==> src/rtl/fpnew_pkg.sv <==
// Shared FPnew types: exception status flags and their accumulation helper.
package fpnew_pkg;

    typedef struct packed {
        logic NV;
        logic DZ;
        logic OF;
        logic UF;
        logic NX;
    } status_t;

    function automatic status_t status_or(input status_t a, input status_t b);
        return status_t'(a | b);
    endfunction

endpackage

==> src/rtl/fpnew_result_fifo.sv <==
// Elastic result buffer behind an opgroup output arbiter; also accumulates the
// sticky exception flags of every retired result.
module fpnew_result_fifo
    import fpnew_pkg::*;
#(
    parameter int unsigned Width   = 32,
    parameter int unsigned Depth   = 4,
    parameter type         TagType = logic
) (
    input  logic             clk_i,
    input  logic             rst_i,
    input  logic             flush_i,
    input  logic             in_valid_i,
    output logic             in_ready_o,
    input  logic [Width-1:0] result_i,
    input  status_t          status_i,
    input  logic             extension_bit_i,
    input  TagType           tag_i,
    output logic             out_valid_o,
    input  logic             out_ready_i,
    output logic [Width-1:0] result_o,
    output status_t          status_o,
    output logic             extension_bit_o,
    output TagType           tag_o,
    output status_t          fflags_o,
    input  logic             clear_fflags_i,
    output logic [$clog2(Depth+1)-1:0] count_o,
    output logic             busy_o
);

    localparam int unsigned PtrW = (Depth > 1) ? $clog2(Depth) : 1;
    localparam int unsigned CntW = $clog2(Depth + 1);

    typedef struct packed {
        logic [Width-1:0] result;
        status_t          status;
        logic             ext_bit;
        TagType           tag;
    } entry_t;

    entry_t            mem [Depth];
    logic [PtrW-1:0]   wr_ptr, rd_ptr;
    logic [CntW-1:0]   count;
    status_t           fflags;
    entry_t            head;

    logic full, empty, push, pop, pop_eff;
    status_t popped;

    function automatic logic [PtrW-1:0] next_ptr(input logic [PtrW-1:0] p);
        return (p == PtrW'(Depth - 1)) ? '0 : p + 1'b1;
    endfunction

    assign full    = (count == CntW'(Depth));
    assign empty   = (count == '0);
    assign push    = in_valid_i & in_ready_o;
    assign pop     = out_valid_o & out_ready_i;
    // A pop coinciding with flush is discarded, so it does not retire flags either.
    assign pop_eff = pop & ~flush_i;
    assign popped  = pop_eff ? status_o : '0;

    assign head            = mem[rd_ptr];
    assign in_ready_o      = ~full;
    assign out_valid_o     = ~empty;
    assign busy_o          = ~empty;
    assign count_o         = count;
    assign fflags_o        = fflags;
    assign result_o        = head.result;
    assign status_o        = head.status;
    assign extension_bit_o = head.ext_bit;
    assign tag_o           = head.tag;

    always_ff @(posedge clk_i) begin
        if (rst_i) begin
            wr_ptr <= '0;
            rd_ptr <= '0;
            count  <= '0;
        end else if (flush_i) begin
            wr_ptr <= '0;
            rd_ptr <= '0;
            count  <= '0;
        end else begin
            if (push) wr_ptr <= next_ptr(wr_ptr);
            if (pop)  rd_ptr <= next_ptr(rd_ptr);
            if (push && !pop)      count <= count + 1'b1;
            else if (pop && !push) count <= count - 1'b1;
        end
    end

    // Only entry 0 is reset so the head reads zero straight out of reset.
    always_ff @(posedge clk_i) begin
        if (rst_i) begin
            mem[0] <= '0;
        end else if (push && !flush_i) begin
            mem[wr_ptr] <= '{result: result_i, status: status_i,
                             ext_bit: extension_bit_i, tag: tag_i};
        end
    end

    always_ff @(posedge clk_i) begin
        if (rst_i)               fflags <= '0;
        else if (clear_fflags_i) fflags <= popped;
        else                     fflags <= status_or(fflags, popped);
    end

    always_ff @(posedge clk_i) begin
        if (!rst_i) begin
            assert (!(push && full));
            assert (32'(count) <= Depth);
            assert (out_valid_o == (count != '0));
        end
    end

endmodule
==> config.mk <==
export PLATFORM = sky130hd
export DESIGN_NAME = fpnew_result_fifo
export DESIGN_NICKNAME = d
export VERILOG_FILES = /design/src/rtl/fpnew_pkg.sv /design/src/rtl/fpnew_result_fifo.sv
export SDC_FILE = /design/constraint.sdc
export NUM_CORES = 1
export LEC_CHECK = 0
export BUFFER_PORTS_ARGS = -buffer_cell sky130_fd_sc_hd__buf_4
export CAP_MARGIN = 5
export CORE_MARGIN = 2
export CORE_UTILIZATION = 29
export DETAILED_ROUTE_END_ITERATION = 7
export SETUP_SLACK_MARGIN = 0.3
export SYNTH_ARGS = -nofsm -noshare
export SYNTH_HDL_FRONTEND = slang
export SYNTH_SLANG_ARGS = --single-unit
==> constraint.sdc <==
create_clock -name clk_i -period 2.84 [get_ports clk_i]
set_input_delay 0.142 -clock clk_i [delete_from_list [all_inputs] [get_ports clk_i]]
set_output_delay 0.142 -clock clk_i [all_outputs]
set_load 0.02 [all_outputs]
==> metrics.txt <==
outcome finished clean; aggregate global-route resource usage ~11%; Setup crit start kind flop; PortBufs 94; Synth warnings 0; P per Cell Area 665 nW/um2; H-tree levels 4; CP top delay family flip-flops; Synth cell types 30; clock sink count 170; sequential share of the synthesized area around 76%; worst skew pair latency 0.42 ns; Max Cap Viol 0; Non-Filler Instances about 710; M2 GR Usage approximately a fifth; hold path depth 2; vias in the first global route between 3000 and 4000; Reg-to-Reg End count_o[2]; FF+latch count, synth 170; Reg2Reg Setup Slack between 0.6 and 0.7 ns; Final Power 5450 uW; CP required 2.70 ns; Tcrit/Tclk final about four fifths; area added between synthesis and finish 25.3%; core box area around 22000 um2; CP Class flop to primary output; Hold Startpoint result_i[1]; antenna violations before repair 0; die area roughly 24000 um2; fmax approximately 450 MHz; Fin. Hold Viols 0; Resize count post-CTS 0; ant diodes 0; layout cell share with drive strength beyond 1 between 40 and 50%; wirelength, routed 12400 um; slowest CP cell dfxtp_4; Finished Cell Area around 8200 um2; DRC Markers 0; post-synthesis cell count between 300 and 400; routed vias/inst 4.44; synthesized area 6540 um2; IO Pins 95; Post-Place Worst Slack 0.616 ns; WL/cell roughly 17 um; Worst-Margin Slew just over 0.6 ns; min cycle time layout between 2 and 2.5 ns; Layout Skew just over 0.006 ns; 1st-pass router iterations 4; DRT iter0 DRCs ~120; Crit Path Max Fanout 21; final net count 465; clk root buf clkbuf_16; DP HPWL 7930 um; slew margin rel. between 50% and 60%; Vias ~3200; Post-synth EDFFs approximately 160; asr flop ratio synth 0%; GRT met3 Usage about 3.8%; largest net degree at the start of global routing 40; total grt overflow 0; layer with the highest usage met2; Worst Hold Class input port to flop; row cnt between 50 and 60; crit path buf inv count 2; Worst Path Arrival 2.08 ns; GR met1 Demand/Resource approximately an eighth; net count after synthesis approximately 360; worst vdd ir approximately 0.33 mV; critical path, cell by cell buf_12 -> mux4_2 -> buf_4; Inst Count DP between 600 and 700; CTS Buffer Depth 2; Setup crit end kind primary output; Top FF cell, synth edfxtp_1; starting density of the core just under 30%; TritonCTS buffer count 17; Leak approximately 0.0028 uW; Die H between 150 and 200 um; setup TNS 0 ns; Setup Viol. Count Final 0; DP Area 7630 um2; clock slew at reported path FFs roughly 0.070 ns; DRT antenna net count 0; CTS tree done; final worst slack 0.623 ns; Post CTS Setup Buffer Count 0; Die Wd roughly 150 um; first-pass GRT wire length between 15000 and 20000 um; syn_area_per_cell approximately 21 um2; WHS Endpoint mem[0][8]; Reg2Reg Depth 7; Slew Limit Fails 0; worst flop-to-flop path startpoint count_o[0]; GPL Wtd Cong approximately 0.7; CP max stage delay slightly above 0.6 ns; RSZ-0062 raised after global routing no
layout make-up:
| cell class | instances | area [um2] |
|---|---|---|
| clock buffers | 17 | 425 |
| clock inverters | 15 | 124 |
| fillers | 1999 | 13800 |
| inverters | 3 | 11.3 |
| multi-input cells | 119 | 1470 |
| flip-flops and latches | 170 | 4970 |
| well taps | 280 | 350 |
| repair buffers | 105 | 841 |
how the worst max path moves through the flow:
stage / slack [ns] / endpoint / cells past startpoint / startpoint
finish: 0.62 / status_o[4] / 3 / flop
detailed placement: 0.62 / mem[2][22] / 6 / flush_i
global placement: 0.71 / count_o[2] / 7 / count_o[0]
CTS: 0.54 / status_o[4] / 3 / flop
floorplan: 0.33 / mem[2][0] / 4 / count_o[0]
global route: 0.45 / count_o[2] / 7 / count_o[0]
Yosys cell counts (4+ instances only):
library cell,instances,area (um2)
buf_2,6,30.0
mux4_2,33,743
mux4_1,6,158
nor2_1,6,22.5
buf_6,4,45.0
edfxtp_1,156,4680
and2_1,39,244
a21oi_1,4,20.0
dfxtp_1,14,280
a22o_1,5,43.8
cell usage in the layout (no fill, tap or decap), types with 4 or more instances in the layout:
master and n:
a21oi_1 4, a22o_1 5, and2_1 39, buf_12 4
buf_4 100, clkbuf_16 17, clkinv_1 4, dfxtp_1 12
edfxtp_1 156, inv_6 5, mux4_1 6, mux4_2 33
nor2_1 6
metrics by stage:
stage / hold WS (ns) / utilization (%)
floorplan: 0.302 / -
global placement: 0.441 / 34.8
detailed placement: 0.442 / 34.8
CTS: 0.0515 / 37.3
global route: 0.0677 / 37.3
finish: 0.0744 / 37.3
power by group:
group,internal [uW],switching (uW),total [uW]
Combinational,244,248,492
Clock,1210,934,2140
Sequential,2780,33.4,2810
logic make-up (layout without fill, tap and decap cells):
| logic type | Yosys count | in the layout | share of synthesized area (%) |
|---|---|---|---|
| simple gates | 58 | 58 | 5.68 |
| fa+ha+maj | 4 | 4 | 0.880 |
| xor+xnor | 2 | 2 | 0.268 |
| flops | 170 | 170 | 75.9 |
| buf+inv | 17 | 140 | 1.66 |
| compound gates | 14 | 14 | 1.51 |
| mux | 41 | 41 | 14.1 |
worst reg2reg max path, stage by stage (launching register included):
cell	delay, ns
dfxtp_1	0.40
o31ai_2	0.43
ha_1	0.28
inv_1	0.06
fa_1	0.37
xor2_1	0.16
or3_1	0.30
a21oi_1	0.14
metal layers:
layer	share of wire (%)	vias to the layer above
met5	0	-
met4	1.1	0
met3	4.0	10
met2	54	66
met1	41	1614
li1	-	1460
registers in the layout, indices dropped and copies added, names as in the netlist, named ones only:
name      count
fflags_o      5
rd_ptr        2
count_o       3
mem         156
wr_ptr        2
what timing repair did:
action | 4_1_cts | 5_1_grt
endpoints found under the hold margin | 1 | 0
hold buffers | 1 | 0
setup endpoints to repair | 0 | 0
Power figures use the tool's default switching activity.
